File: config.mk
export PLATFORM = sky130hd
export DESIGN_NAME = baser_66b_encoder_flat
export DESIGN_NICKNAME = d
export VERILOG_FILES = /design/src/rtl/baser_pkg.sv /design/src/rtl/baser_66b_encoder_if.sv /design/src/rtl/mii_word_classifier.sv /design/src/rtl/baser_66b_encoder.sv /design/src/flat_wrapper.sv
export SDC_FILE = /design/constraint.sdc
export NUM_CORES = 2
export LEC_CHECK = 0
export CAP_MARGIN = 20
export CORE_MARGIN = 10
export CORE_UTILIZATION = 47
export CTS_CLUSTER_DIAMETER = 100
export CTS_CLUSTER_SIZE = 10
export DETAILED_ROUTE_END_ITERATION = 6
export GPL_TIMING_DRIVEN = 0
export PLACE_DENSITY_LB_ADDON = 0.15
export SLEW_MARGIN = 20
export SYNTH_ARGS = -nofsm -noshare
export SYNTH_HDL_FRONTEND = slang
export SYNTH_HIERARCHICAL = 1
export SYNTH_SLANG_ARGS = --single-unit
File: constraint.sdc
create_clock -name clk -period 22 [get_ports clk]
set_input_delay 2.2 -clock clk [delete_from_list [all_inputs] [get_ports clk]]
set_output_delay 2.2 -clock clk [all_outputs]
set_load 0.005 [all_outputs]
File: src/rtl/baser_pkg.sv
// Shared definitions for the BASE-R 64B/66B transmit path: MII characters,
// block type values, 7-bit control codes, state/class enums and helpers.
package baser_pkg;

    localparam int DATA_WIDTH    = 64;
    localparam int HDR_WIDTH     = 2;
    localparam int FRAME_WIDTH   = DATA_WIDTH + HDR_WIDTH;
    localparam int CTRL_WIDTH    = DATA_WIDTH / 8;
    localparam int PAYLOAD_WIDTH = DATA_WIDTH - 8;

    // MII control characters
    localparam logic [7:0] MII_IDLE  = 8'h07;
    localparam logic [7:0] MII_START = 8'hFB;
    localparam logic [7:0] MII_TERM  = 8'hFD;
    localparam logic [7:0] MII_ERROR = 8'hFE;
    localparam logic [7:0] MII_SEQ   = 8'h9C;

    // Sync headers as they sit in block bits [1:0]
    localparam logic [HDR_WIDTH-1:0] SYNC_DATA = 2'b10;
    localparam logic [HDR_WIDTH-1:0] SYNC_CTRL = 2'b01;

    // Block type field values
    localparam logic [7:0] BT_CTRL  = 8'h1E;
    localparam logic [7:0] BT_START = 8'h78;
    localparam logic [7:0] BT_OSET  = 8'h4B;

    // 7-bit control codes and the ordered-set O code
    localparam logic [6:0] CODE_IDLE  = 7'h00;
    localparam logic [6:0] CODE_ERROR = 7'h1E;
    localparam logic [3:0] O_CODE_SEQ = 4'h0;

    // Error block sent whenever the transmitter enters or stays in TX_E
    localparam logic [FRAME_WIDTH-1:0] EBLOCK_T = {{CTRL_WIDTH{CODE_ERROR}}, BT_CTRL, SYNC_CTRL};

    typedef enum logic [2:0] {
        TX_INIT,
        TX_C,
        TX_D,
        TX_T,
        TX_E
    } tx_state_t;

    typedef enum logic [2:0] {
        WORD_C,
        WORD_S,
        WORD_T,
        WORD_D,
        WORD_O,
        WORD_E
    } word_class_t;

    // Idle and Error are the only control characters with a legal code
    function automatic logic [6:0] ctrl_code(input logic [7:0] lane);
        ctrl_code = (lane == MII_ERROR) ? CODE_ERROR : CODE_IDLE;
    endfunction

    // txc pattern a terminate in lane k must carry: lanes k..7 are control
    function automatic logic [7:0] term_txc(input logic [2:0] k);
        case (k)
            3'd0:    term_txc = 8'hFF;
            3'd1:    term_txc = 8'hFE;
            3'd2:    term_txc = 8'hFC;
            3'd3:    term_txc = 8'hF8;
            3'd4:    term_txc = 8'hF0;
            3'd5:    term_txc = 8'hE0;
            3'd6:    term_txc = 8'hC0;
            default: term_txc = 8'h80;
        endcase
    endfunction

    // Block type of a terminate block by terminate lane
    function automatic logic [7:0] term_block_type(input logic [2:0] k);
        case (k)
            3'd0:    term_block_type = 8'h87;
            3'd1:    term_block_type = 8'h99;
            3'd2:    term_block_type = 8'hAA;
            3'd3:    term_block_type = 8'hB4;
            3'd4:    term_block_type = 8'hCC;
            3'd5:    term_block_type = 8'hD2;
            3'd6:    term_block_type = 8'hE1;
            default: term_block_type = 8'hFF;
        endcase
    endfunction

    // Transmit state transition; an ordered set behaves exactly like a C word
    function automatic tx_state_t tx_next_state(input tx_state_t state, input word_class_t cls);
        word_class_t c;
        c = (cls == WORD_O) ? WORD_C : cls;
        tx_next_state = TX_E;
        case (state)
            TX_INIT, TX_C, TX_T: begin
                if (c == WORD_C)      tx_next_state = TX_C;
                else if (c == WORD_S) tx_next_state = TX_D;
            end
            TX_D: begin
                if (c == WORD_D)      tx_next_state = TX_D;
                else if (c == WORD_T) tx_next_state = TX_T;
            end
            TX_E: begin
                if (c == WORD_C)      tx_next_state = TX_C;
                else if (c == WORD_D) tx_next_state = TX_D;
                else if (c == WORD_T) tx_next_state = TX_T;
            end
            default: tx_next_state = TX_E;
        endcase
    endfunction

endpackage

File: src/rtl/baser_66b_encoder_if.sv
// MII word input and encoded block / group / counter outputs of the encoder.
interface baser_66b_encoder_if;
    import baser_pkg::*;

    logic                   i_valid;
    logic [DATA_WIDTH-1:0]  i_txd;
    logic [CTRL_WIDTH-1:0]  i_txc;
    logic [FRAME_WIDTH-1:0] o_block;
    logic                   o_block_valid;
    logic [FRAME_WIDTH-1:0] o_tx_coded_0;
    logic [FRAME_WIDTH-1:0] o_tx_coded_1;
    logic [FRAME_WIDTH-1:0] o_tx_coded_2;
    logic [FRAME_WIDTH-1:0] o_tx_coded_3;
    logic                   o_valid;
    logic [31:0]            o_block_count;
    logic [31:0]            o_data_count;
    logic [31:0]            o_ctrl_count;
    logic [31:0]            o_err_count;

    modport master (
        output i_valid, i_txd, i_txc,
        input  o_block, o_block_valid,
        input  o_tx_coded_0, o_tx_coded_1, o_tx_coded_2, o_tx_coded_3, o_valid,
        input  o_block_count, o_data_count, o_ctrl_count, o_err_count
    );

    modport slave (
        input  i_valid, i_txd, i_txc,
        output o_block, o_block_valid,
        output o_tx_coded_0, o_tx_coded_1, o_tx_coded_2, o_tx_coded_3, o_valid,
        output o_block_count, o_data_count, o_ctrl_count, o_err_count
    );

endinterface

File: src/rtl/mii_word_classifier.sv
// Combinational classification of one MII word into C/S/T/D/O/E, with the
// terminate lane and per-lane legality of control characters.
module mii_word_classifier
    import baser_pkg::*;
(
    input  logic [DATA_WIDTH-1:0] txd,
    input  logic [CTRL_WIDTH-1:0] txc,
    output word_class_t           word_class,
    output logic [2:0]            term_pos,
    output logic [CTRL_WIDTH-1:0] lane_legal
);

    logic [7:0]            lane0;
    logic                  oset_tail_ok;
    logic                  term_hit;
    logic [2:0]            term_k;
    logic [CTRL_WIDTH-1:0] above_mask;

    assign lane0 = txd[7:0];

    // A lane is a legal control character only if it is Idle or Error
    always_comb begin
        lane_legal = '0;
        for (int k = 0; k < CTRL_WIDTH; k++) begin
            lane_legal[k] = (txd[8*k +: 8] == MII_IDLE) || (txd[8*k +: 8] == MII_ERROR);
        end
    end

    // Ordered sets may carry Idle or zero in the upper four lanes
    always_comb begin
        oset_tail_ok = 1'b1;
        for (int k = 4; k < CTRL_WIDTH; k++) begin
            if (!((txd[8*k +: 8] == MII_IDLE) || (txd[8*k +: 8] == 8'h00))) begin
                oset_tail_ok = 1'b0;
            end
        end
    end

    // Look for a terminate in lane k with the matching txc and legal lanes above it
    always_comb begin
        term_hit   = 1'b0;
        term_k     = '0;
        above_mask = '0;
        for (int k = 0; k < CTRL_WIDTH; k++) begin
            above_mask = term_txc(3'(k)) & ~(8'h01 << k);
            if ((txc == term_txc(3'(k))) && (txd[8*k +: 8] == MII_TERM) &&
                ((lane_legal & above_mask) == above_mask)) begin
                term_hit = 1'b1;
                term_k   = 3'(k);
            end
        end
    end

    // Final class; C and T0 cannot both match because lane 0 differs
    always_comb begin
        word_class = WORD_E;
        term_pos   = term_k;
        if (txc == 8'h00) begin
            word_class = WORD_D;
        end else if ((txc == 8'h01) && (lane0 == MII_START)) begin
            word_class = WORD_S;
        end else if ((txc == 8'hF1) && (lane0 == MII_SEQ) && oset_tail_ok) begin
            word_class = WORD_O;
        end else if ((txc == 8'hFF) && (&lane_legal)) begin
            word_class = WORD_C;
        end else if (term_hit) begin
            word_class = WORD_T;
        end
    end

endmodule

File: src/rtl/baser_66b_encoder.sv
// BASE-R 64B/66B transmit encoder: classifies each accepted MII word, runs the
// transmit state machine, emits one 66b block per word, gathers groups of four
// blocks and keeps block/data/control/error counters.
module baser_66b_encoder
    import baser_pkg::*;
(
    input  logic               clk,
    input  logic               i_rst,
    baser_66b_encoder_if.slave bus
);

    word_class_t              word_class;
    logic [2:0]               term_pos;
    logic [CTRL_WIDTH-1:0]    lane_legal;
    logic [DATA_WIDTH-1:0]    txd;
    logic [6:0]               lane_code [CTRL_WIDTH];
    logic [PAYLOAD_WIDTH-1:0] ctrl_payload;
    logic [PAYLOAD_WIDTH-1:0] term_payload;
    logic [FRAME_WIDTH-1:0]   normal_block;
    logic [FRAME_WIDTH-1:0]   emit_block;
    tx_state_t                state;
    tx_state_t                next_state;

    logic [FRAME_WIDTH-1:0]   block_q;
    logic                     block_valid_q;
    logic [1:0]               grp_addr;
    logic [FRAME_WIDTH-1:0]   grp_0;
    logic [FRAME_WIDTH-1:0]   grp_1;
    logic [FRAME_WIDTH-1:0]   grp_2;
    logic [FRAME_WIDTH-1:0]   coded_0;
    logic [FRAME_WIDTH-1:0]   coded_1;
    logic [FRAME_WIDTH-1:0]   coded_2;
    logic [FRAME_WIDTH-1:0]   coded_3;
    logic                     grp_valid;
    logic [31:0]              block_count;
    logic [31:0]              data_count;
    logic [31:0]              ctrl_count;
    logic [31:0]              err_count;

    assign txd = bus.i_txd;

    mii_word_classifier u_classifier (
        .txd        (bus.i_txd),
        .txc        (bus.i_txc),
        .word_class (word_class),
        .term_pos   (term_pos),
        .lane_legal (lane_legal)
    );

    // Per-lane 7-bit control codes; an illegal lane never reaches a normal encoding
    always_comb begin
        for (int k = 0; k < CTRL_WIDTH; k++) begin
            lane_code[k] = lane_legal[k] ? ctrl_code(txd[8*k +: 8]) : CODE_ERROR;
        end
    end

    // Control payloads: C packs all eight codes, Tk packs data below k and codes above k
    always_comb begin
        ctrl_payload = '0;
        term_payload = '0;
        for (int k = 0; k < CTRL_WIDTH; k++) begin
            ctrl_payload[7*k +: 7] = lane_code[k];
            if (k > int'(term_pos)) begin
                term_payload[7*k +: 7] = lane_code[k];
            end
        end
        for (int k = 0; k < CTRL_WIDTH - 1; k++) begin
            if (k < int'(term_pos)) begin
                term_payload[8*k +: 8] = txd[8*k +: 8];
            end
        end
    end

    // Normal block encoding of the current word by class
    always_comb begin
        normal_block = EBLOCK_T;
        case (word_class)
            WORD_D:  normal_block = {txd, SYNC_DATA};
            WORD_C:  normal_block = {ctrl_payload, BT_CTRL, SYNC_CTRL};
            WORD_S:  normal_block = {txd[63:8], BT_START, SYNC_CTRL};
            WORD_O:  normal_block = {28'h0, O_CODE_SEQ, txd[31:8], BT_OSET, SYNC_CTRL};
            WORD_T:  normal_block = {term_payload, term_block_type(term_pos), SYNC_CTRL};
            default: normal_block = EBLOCK_T;
        endcase
    end

    assign next_state = tx_next_state(state, word_class);
    assign emit_block = (next_state == TX_E) ? EBLOCK_T : normal_block;

    // Transmit state machine with the registered block output
    always_ff @(posedge clk or posedge i_rst) begin
        if (i_rst) begin
            state         <= TX_INIT;
            block_q       <= '0;
            block_valid_q <= 1'b0;
        end else begin
            block_valid_q <= bus.i_valid;
            if (bus.i_valid) begin
                state   <= next_state;
                block_q <= emit_block;
            end
        end
    end

    // Gather four blocks per group; a reset mid-group drops what was collected
    always_ff @(posedge clk or posedge i_rst) begin
        if (i_rst) begin
            grp_addr  <= '0;
            grp_0     <= '0;
            grp_1     <= '0;
            grp_2     <= '0;
            coded_0   <= '0;
            coded_1   <= '0;
            coded_2   <= '0;
            coded_3   <= '0;
            grp_valid <= 1'b0;
        end else begin
            grp_valid <= 1'b0;
            if (bus.i_valid) begin
                grp_addr <= grp_addr + 2'd1;
                case (grp_addr)
                    2'd0: grp_0 <= emit_block;
                    2'd1: grp_1 <= emit_block;
                    2'd2: grp_2 <= emit_block;
                    default: begin
                        coded_0   <= grp_0;
                        coded_1   <= grp_1;
                        coded_2   <= grp_2;
                        coded_3   <= emit_block;
                        grp_valid <= 1'b1;
                    end
                endcase
            end
        end
    end

    // Block, data, control and error counters, all free-running and wrapping
    always_ff @(posedge clk or posedge i_rst) begin
        if (i_rst) begin
            block_count <= '0;
            data_count  <= '0;
            ctrl_count  <= '0;
            err_count   <= '0;
        end else if (bus.i_valid) begin
            block_count <= block_count + 32'd1;
            if (emit_block[1:0] == SYNC_DATA) begin
                data_count <= data_count + 32'd1;
            end
            if (emit_block[1:0] == SYNC_CTRL) begin
                ctrl_count <= ctrl_count + 32'd1;
            end
            if (next_state == TX_E) begin
                err_count <= err_count + 32'd1;
            end
        end
    end

    assign bus.o_block       = block_q;
    assign bus.o_block_valid = block_valid_q;
    assign bus.o_tx_coded_0  = coded_0;
    assign bus.o_tx_coded_1  = coded_1;
    assign bus.o_tx_coded_2  = coded_2;
    assign bus.o_tx_coded_3  = coded_3;
    assign bus.o_valid       = grp_valid;
    assign bus.o_block_count = block_count;
    assign bus.o_data_count  = data_count;
    assign bus.o_ctrl_count  = ctrl_count;
    assign bus.o_err_count   = err_count;

endmodule
File: src/flat_wrapper.sv
// flat-port wrapper written by rule: the top's interface ports become plain ports
module baser_66b_encoder_flat import baser_pkg::*;
  (clk, i_rst, bus_i_valid, bus_i_txd, bus_i_txc, bus_o_block, bus_o_block_valid, bus_o_tx_coded_0, bus_o_tx_coded_1, bus_o_tx_coded_2, bus_o_tx_coded_3, bus_o_valid, bus_o_block_count, bus_o_data_count, bus_o_ctrl_count, bus_o_err_count);
  baser_66b_encoder_if bus_i ();
  input  logic clk;
  input  logic i_rst;
  input wire logic [$bits(bus_i.i_valid)-1:0] bus_i_valid;
  input wire logic [$bits(bus_i.i_txd)-1:0] bus_i_txd;
  input wire logic [$bits(bus_i.i_txc)-1:0] bus_i_txc;
  output wire logic [$bits(bus_i.o_block)-1:0] bus_o_block;
  output wire logic [$bits(bus_i.o_block_valid)-1:0] bus_o_block_valid;
  output wire logic [$bits(bus_i.o_tx_coded_0)-1:0] bus_o_tx_coded_0;
  output wire logic [$bits(bus_i.o_tx_coded_1)-1:0] bus_o_tx_coded_1;
  output wire logic [$bits(bus_i.o_tx_coded_2)-1:0] bus_o_tx_coded_2;
  output wire logic [$bits(bus_i.o_tx_coded_3)-1:0] bus_o_tx_coded_3;
  output wire logic [$bits(bus_i.o_valid)-1:0] bus_o_valid;
  output wire logic [$bits(bus_i.o_block_count)-1:0] bus_o_block_count;
  output wire logic [$bits(bus_i.o_data_count)-1:0] bus_o_data_count;
  output wire logic [$bits(bus_i.o_ctrl_count)-1:0] bus_o_ctrl_count;
  output wire logic [$bits(bus_i.o_err_count)-1:0] bus_o_err_count;
  assign bus_i.i_valid = bus_i_valid;
  assign bus_i.i_txd = bus_i_txd;
  assign bus_i.i_txc = bus_i_txc;
  assign bus_o_block = bus_i.o_block;
  assign bus_o_block_valid = bus_i.o_block_valid;
  assign bus_o_tx_coded_0 = bus_i.o_tx_coded_0;
  assign bus_o_tx_coded_1 = bus_i.o_tx_coded_1;
  assign bus_o_tx_coded_2 = bus_i.o_tx_coded_2;
  assign bus_o_tx_coded_3 = bus_i.o_tx_coded_3;
  assign bus_o_valid = bus_i.o_valid;
  assign bus_o_block_count = bus_i.o_block_count;
  assign bus_o_data_count = bus_i.o_data_count;
  assign bus_o_ctrl_count = bus_i.o_ctrl_count;
  assign bus_o_err_count = bus_i.o_err_count;
  baser_66b_encoder u_core (.clk(clk), .i_rst(i_rst), .bus(bus_i));
endmodule
Word level (Yosys, flattened, before mapping)

Index checks and enable logic that the tools add are counted.

Bitwise logic cells: 1
Eq/ne operators: 64
$lt $le $gt $ge: 14
Reductions and logical operators: 51
$add $sub $neg: 5
Multiplexer cells: 66

Operator list:

| operator                                                               | number |
|---|---|
| 66-bit one-hot mux with 5 select lines                                 | 1 |
| 8-bit equality test (second input constant)                            | 27 |
| 32-bit by 1-bit adder with 32-bit output (second input constant)       | 4 |
| 7-bit 2-to-1 mux                                                       | 15 |
| 66-bit 2-to-1 mux                                                      | 1 |
| 8-bit by 3-bit equality test with 1-bit output (second input constant) | 8 |
| 8-bit 2-to-1 mux                                                       | 7 |
| 3-bit 2-to-1 mux                                                       | 17 |
| 7-bit one-hot mux with 7 select lines                                  | 1 |
| 8-bit logical NOT                                                      | 5 |
| 5-bit 2-to-1 mux                                                       | 8 |
| 3-bit by 2-bit equality test with 1-bit output (second input constant) | 8 |
| 3-bit equality test (second input constant)                            | 7 |
| 1-bit logical AND                                                      | 19 |
| 1-bit 2-to-1 mux                                                       | 15 |
| 2-bit AND reduction                                                    | 7 |
| 3-bit by 1-bit equality test with 1-bit output (second input constant) | 4 |
| 3-bit greater-than comparator (first input constant)                   | 4 |
| 3-bit logical NOT                                                      | 4 |
| 1-bit logical OR                                                       | 12 |
| 3-bit less-than comparator (first input constant)                      | 3 |
| 3-bit one-hot mux with 3 select lines                                  | 1 |
| 8-bit by 1-bit equality test with 1-bit output (second input constant) | 1 |
| 8-bit AND reduction                                                    | 1 |
| other kinds (14)                                                       | 21 |

Logic and storage cells: 217
Input port bits: 75
Register bits after elaboration: 663
Output and inout port bits: 460

Logic depth before layout (Yosys ltp)

Word-level depth: 28
Depth in mapped cells: 16
Depth with buffers taken out: 13

Cells and area by module

The synthesis kept the hierarchy.

Modules (own cells, without submodules):

| module              | area each (um2) | seq. area each (um2) | times used | cells each |
|---|---|---|---|---|
| baser_66b_encoder   | 26952.1         | 16590.9              | 1          | 2710 |
| mii_word_classifier | 843.3           | 0.0                  | 1          | 134 |

Worst setup path after synthesis

OpenSTA, ideal clock, no wires.

Path type: input port to flip-flop
Start: in bus_i_txd[51]
End: reg u_core.grp_0[29]
Setup time: 0.095 ns
Path slack: 16.177 ns
Stages on the path: 14
Buffers on the path: 3
Data required time: 21.905 ns
Arrival: 5.727 ns
Cell sequence: or3_4 nor4_2 o21ai_1 or4_4 o211ai_1 clkbuf_1 inv_1 ha_1 clkbuf_1 nor4b_1 nor2b_1 buf_2 a22oi_1 o31ai_1

Elaborated cells on any way between the ends: 68
Those cells by class: order compare (2); eq/ne (17); mux (33); reduce/logical (16)

RTL lines:

| element                                                                               | RTL line                  | source |
|---|---|---|
| start: declaration                                                                    | flat_wrapper.sv:8         | `input wire logic [$bits(bus_i.i_txd)-1:0] bus_i_txd;` |
| 8-bit by 3-bit equality test with 1-bit output or 8-bit equality test (tied branches) | mii_word_classifier.sv:25 | `lane_legal[k] = (txd[8*k +: 8] == MII_IDLE) \|\| (txd[8*k +: 8] == MII_ERROR);` |
| 1-bit logical OR                                                                      | mii_word_classifier.sv:25 |  |
| 5-bit equality test                                                                   | mii_word_classifier.sv:47 | `((lane_legal & above_mask) == above_mask)) begin` |
| 1-bit logical AND                                                                     | mii_word_classifier.sv:46 | `if ((txc == term_txc(3'(k))) && (txd[8*k +: 8] == MII_TERM) &&` |
| 3-bit 2-to-1 mux (4 in a row)                                                         | mii_word_classifier.sv:46 |  |
| 3-bit 2-to-1 mux * (2 in a row)                                                       | mii_word_classifier.sv:46 |  |
| named net u_core.term_pos[1]                                                          | baser_66b_encoder.sv:13   | `logic [2:0] term_pos;` |
| 2-bit by 3-bit greater-than comparator with 1-bit output                              | baser_66b_encoder.sv:63   | `if (k > int'(term_pos)) begin` |
| 7-bit 2-to-1 mux                                                                      | baser_66b_encoder.sv:63   |  |
| 8-bit 2-to-1 mux *                                                                    | baser_66b_encoder.sv:68   | `if (k < int'(term_pos)) begin` |
| 66-bit one-hot mux with 5 select lines *                                              | baser_66b_encoder.sv:77   | `case (word_class)` |
| 66-bit 2-to-1 mux *                                                                   | baser_66b_encoder.sv:88   | `assign emit_block = (next_state == TX_E) ? EBLOCK_T : normal_block;` |
| end signal: assignment                                                                | baser_66b_encoder.sv:122  | `2'd0: grp_0 <= emit_block;` |
| end: declaration                                                                      | baser_66b_encoder.sv:27   | `logic [FRAME_WIDTH-1:0] grp_0;` |

The timed path passes the listed nets; every way through them passes the cells marked *.
A chain may end at the register's enable or synchronous reset.

Final worst setup path

Start: in bus_i_txd[53]
End: reg u_core.grp_1[21]

Elaborated cells on any way between the ends: 68
Those cells by class: order compare (2); eq/ne (17); mux (33); reduce/logical (16)

RTL lines:

| element                                                                               | RTL line                  | source |
|---|---|---|
| 8-bit by 3-bit equality test with 1-bit output or 8-bit equality test (tied branches) | mii_word_classifier.sv:25 |  |
| 1-bit logical OR                                                                      | mii_word_classifier.sv:25 |  |
| 5-bit equality test                                                                   | mii_word_classifier.sv:47 |  |
| 1-bit logical AND                                                                     | mii_word_classifier.sv:46 |  |
| 3-bit 2-to-1 mux (4 in a row)                                                         | mii_word_classifier.sv:46 |  |
| 3-bit 2-to-1 mux * (2 in a row)                                                       | mii_word_classifier.sv:46 |  |
| named net u_core.term_pos[1]                                                          | baser_66b_encoder.sv:13   |  |
| 1-bit by 3-bit greater-than comparator with 1-bit output                              | baser_66b_encoder.sv:63   |  |
| 7-bit 2-to-1 mux                                                                      | baser_66b_encoder.sv:63   |  |
| 8-bit 2-to-1 mux *                                                                    | baser_66b_encoder.sv:68   |  |
| 66-bit one-hot mux with 5 select lines *                                              | baser_66b_encoder.sv:77   |  |
| 66-bit 2-to-1 mux *                                                                   | baser_66b_encoder.sv:88   |  |
| end signal: assignment                                                                | baser_66b_encoder.sv:123  | `2'd1: grp_1 <= emit_block;` |
| end: declaration                                                                      | baser_66b_encoder.sv:28   | `logic [FRAME_WIDTH-1:0] grp_1;` |

Marked as above.

==> results.sh <==
export IMPL_crit_path_end="u_core/grp_1[21]"
export IMPL_antenna_found_initial=30
export IMPL_area_growth_pct=31.2
export IMPL_synth_edff_count=0
export IMPL_slew_violations=0
export IMPL_cts_reportedPaths_clkPinSlew_ps=50
export IMPL_fin_ws_ps=15010
export IMPL_drt_initial_drc_count=2381
export IMPL_cp_top_family="compound AO/OA/AOI/OAI gates"
export IMPL_cts_tree="yes"
export IMPL_worst_setup_path_end_kind="register"
export IMPL_yosysTopAreaCellShare_pct=59.7
export IMPL_cts_sinks=663
export IMPL_fillers=4953
export IMPL_first_pass_iters=5
export IMPL_drive_above_1_share_pct=5.53
export IMPL_tightest_slew_ps=1220
export IMPL_fp_row_count=89
export IMPL_p_leak_nw=16.3
export IMPL_drc=0
export IMPL_clk_latency_ps=610
export IMPL_vias=24200
export IMPL_syn_nets=2932
export IMPL_pre_cts_slack_ps=14480
export IMPL_drv_cap=0
export IMPL_reg2reg_slack_ps=18830
export IMPL_worstPathArrival_ps=7420
export IMPL_critPathLaunch="bus_i_txd[53]"
export IMPL_viasPerCell=5.68
export IMPL_port_buffers=534
export IMPL_synth_area_leaders="dfrtp_1 60%, nand2_1 13%, o21ai_0 3.7%, xnor2_1 2.6%, nor2_1 1.9%"
export IMPL_final_area_um2=36500
export IMPL_synth_seq_cells=663
export IMPL_die_w_um=263
export IMPL_grt_max_degree=108
export IMPL_p_sw_share_pct=31.2
export IMPL_ctsHoldBuffers=0
export IMPL_dp_cells=4160
export IMPL_fp_dieH_um=263
export IMPL_cts_resized=0
export IMPL_crit_fanout=10
export IMPL_rsz0062_at_grt="false"
export IMPL_slowest_stage="a211oi_1"
export IMPL_finalHoldViolations=0
export IMPL_synth_seq_area_share_pct=59.7
export IMPL_drt_total_wl_um=105000
export IMPL_path_buf_inv=4
export IMPL_synth_area_per_cell_um2=9.77
export IMPL_place_area_um2=34300
export IMPL_antenna_left=0
export IMPL_finalHoldWorstSlack_ps=464
export IMPL_utilization_pct=62.0
export IMPL_cp_start_kind="input pin"
export IMPL_skew_ps=21.3
export IMPL_period_needed_ps=6990
export IMPL_synth_async_reset_ratio_pct=100
export IMPL_ir_worst_vdd_mv=0.0734
export IMPL_cts_root_buffer_cell="clkbuf_16"
export IMPL_wl_per_cell_um=24.7
export IMPL_critPathKind="in2reg"
export IMPL_max_freq_ghz=0.143
export IMPL_h_tree_depth=3
export IMPL_holdCritPathClass="reg2reg"
export IMPL_grt_pass1_wl_um=157000
export IMPL_cp_depth=15
export IMPL_synthCells=2844
export IMPL_dp_final_hpwl_um=79000
export IMPL_synth_distinct_cells=89
export IMPL_synthFlopType="dfrtp_1"
export IMPL_cp_required_ps=22440
export IMPL_synth_common_cells="938 x nand2_1, 663 x dfrtp_1, 208 x o21ai_0, 143 x nor2_1, 126 x clkbuf_1"
export IMPL_io_pins=535
export IMPL_cpPeakStageDelay_ps=1040
export IMPL_grt_pass1_vias=24400
export IMPL_netlist_area_um2=27800
export IMPL_cellInternalPower_w=0.00248
export IMPL_p_sw_w=0.00112
export IMPL_r2r_start="u_core/state[1]"
export IMPL_yosys_warnings=6
export IMPL_cp_cell_sequence="clkdlybuf4s50_1, or3_4, nor4_2, o21ai_1, or4_4, o211ai_1, clkbuf_1, inv_1, ha_1, clkbuf_1, nor2b_1, o21ai_0, o32ai_1, a211oi_1, o21ai_0"
export IMPL_rr_worst_depth=6
export IMPL_setup_violations_final=0
export IMPL_maxSlewHeadroom_pct=18.7
export IMPL_clkPwrFrac_pct=30.8
export IMPL_synth_largest_area_cell="dfrtp_1"
export IMPL_start_util_pct=47.3
export IMPL_synth_most_common_cell="nand2_1"
export IMPL_grt_overflow_total=0
export IMPL_core_area_um2=58800
export IMPL_cts_max_path_buffers=3
export IMPL_reg2reg_to="u_core/grp_1[21]"
export IMPL_status="finished, final reports clean"
export IMPL_fin_crit_sh_pct=31.8
export IMPL_globalRouteTotalUtil_pct=29.7
export IMPL_cts_buffers=76
export IMPL_combPwrFrac_pct=24.8
export IMPL_stdcell_count=4265
export IMPL_seqPwrFrac_pct=44.4
export IMPL_cts_setup_buffers=0
export IMPL_die_area_um2=69300
export IMPL_p_per_area_nw_per_um2=98.8
export IMPL_gp_congestion=0.936
export IMPL_final_nets=3553
==> routing by layer <==
layer / up-vias / GRT usage [%] / routed length [um]
met4: 18 / 11.5 / 3890
met2: 1025 / 48.7 / 50800
met1: 12200 / 36.9 / 41300
met5: - / 0 / 107
li1: 10800 / - / -
met3: 199 / 7.92 / 9010
==> stage by stage <==
step	power [W]	setup TNS, ps
floorplan	0.00194	0
CTS	0.00363	0
global route	0.00378	0
detailed placement	0.00250	0
finish	0.00360	0
global placement	0.00247	-3448860
==> registers in the layout, indices dropped and copies added, names as in the netlist <==
| register | flops |
|---|---|
| u_core/bus.o_tx_coded_0 | 66 |
| u_core/bus.o_ctrl_count | 32 |
| u_core/bus.o_tx_coded_1 | 66 |
| u_core/grp_1 | 66 |
| u_core/bus.o_err_count | 32 |
| u_core/bus.o_tx_coded_3 | 66 |
| u_core/bus.o_block | 66 |
| u_core/state | 3 |
| u_core/grp_addr | 2 |
| u_core/bus.o_tx_coded_2 | 66 |
| u_core/grp_2 | 66 |
| u_core/bus.o_data_count | 32 |
| u_core/bus.o_block_count | 32 |
| u_core/bus.o_block_valid | 1 |
| u_core/bus.o_valid | 1 |
| u_core/grp_0 | 66 |
==> kinds of logic (layout without fill, tap and decap cells) <==
| family | count (synthesis) | after routing | share of synthesized area [%] |
|---|---|---|---|
| other cells | 0 | 20 | 0 |
| flops | 663 | 663 | 59.7 |
| xor+xnor | 128 | 128 | 4.10 |
| mux | 26 | 26 | 1.04 |
| simple gates | 1373 | 1373 | 21.6 |
| buf+inv | 183 | 811 | 2.61 |
| fa+ha+maj | 13 | 13 | 0.585 |
| compound gates | 458 | 458 | 10.4 |
==> area by class of cell <==
cell class | count | area, um2 | share of cell area (%)
Antenna cell | 20 | 50.0 | 0.137
Buffer | 156 | 626 | 1.71
Timing Repair Buffer | 543 | 5550 | 15.2
Clock inverter | 4 | 56.3 | 0.154
Clock buffer | 81 | 2020 | 5.53
Inverter | 27 | 109 | 0.298
Multi-Input combinational cell | 1998 | 10500 | 28.8
Sequential cell | 663 | 16600 | 45.5
Tap cell | 773 | 967 | 2.65
==> power groups by stage <==
stage,Clock [W],Sequential (W),Combinational (W)
floorplan,0,0.00160,0.000348
global placement,0,0.00161,0.000864
detailed placement,0,0.00161,0.000890
CTS,0.00113,0.00160,0.000898
global route,0.00118,0.00162,0.000978
finish,0.00111,0.00160,0.000893
==> placed cells by master (no fill, tap or decap), drive strengths merged, types with 36 or more instances in the layout <==
master / netlist / final
nand2: 938 / 938
dfrtp: 663 / 663
clkdlybuf4s50: 0 / 534
o21ai: 213 / 213
clkbuf: 128 / 209
nor2: 143 / 143
xnor2: 83 / 83
a21oi: 67 / 67
nand3: 52 / 52
xor2: 45 / 45
o31ai: 44 / 44
nand4: 44 / 44
nor3: 44 / 44
buf: 28 / 37
a31oi: 36 / 36
==> worst register-to-register path, cell delays in order, from the launching register on <==
cell and delay, ps:
dfrtp_1 350, buf_2 190, nor2b_1 210, nor4_4 650
o32ai_1 350, a211oi_1 1040, o21ai_0 230
==> worst min path at each step <==
stage                          startpoint                     endpoint  slack (ps)  cells past startpoint
6_report       u_core/bus.o_err_count[31]   u_core/bus.o_err_count[31]         460                      1
4_1_cts                  u_core/grp_0[36]  u_core/bus.o_tx_coded_0[36]         470                      2
3_3_place_gp             u_core/grp_0[17]  u_core/bus.o_tx_coded_0[17]         450                      2
5_1_grt                  u_core/grp_2[37]  u_core/bus.o_tx_coded_2[37]         480                      2
2_1_floorplan             u_core/grp_0[7]   u_core/bus.o_tx_coded_0[7]         430                      2
3_5_place_dp             u_core/grp_1[17]  u_core/bus.o_tx_coded_1[17]         450                      2
Power figures use the tool's default switching activity.
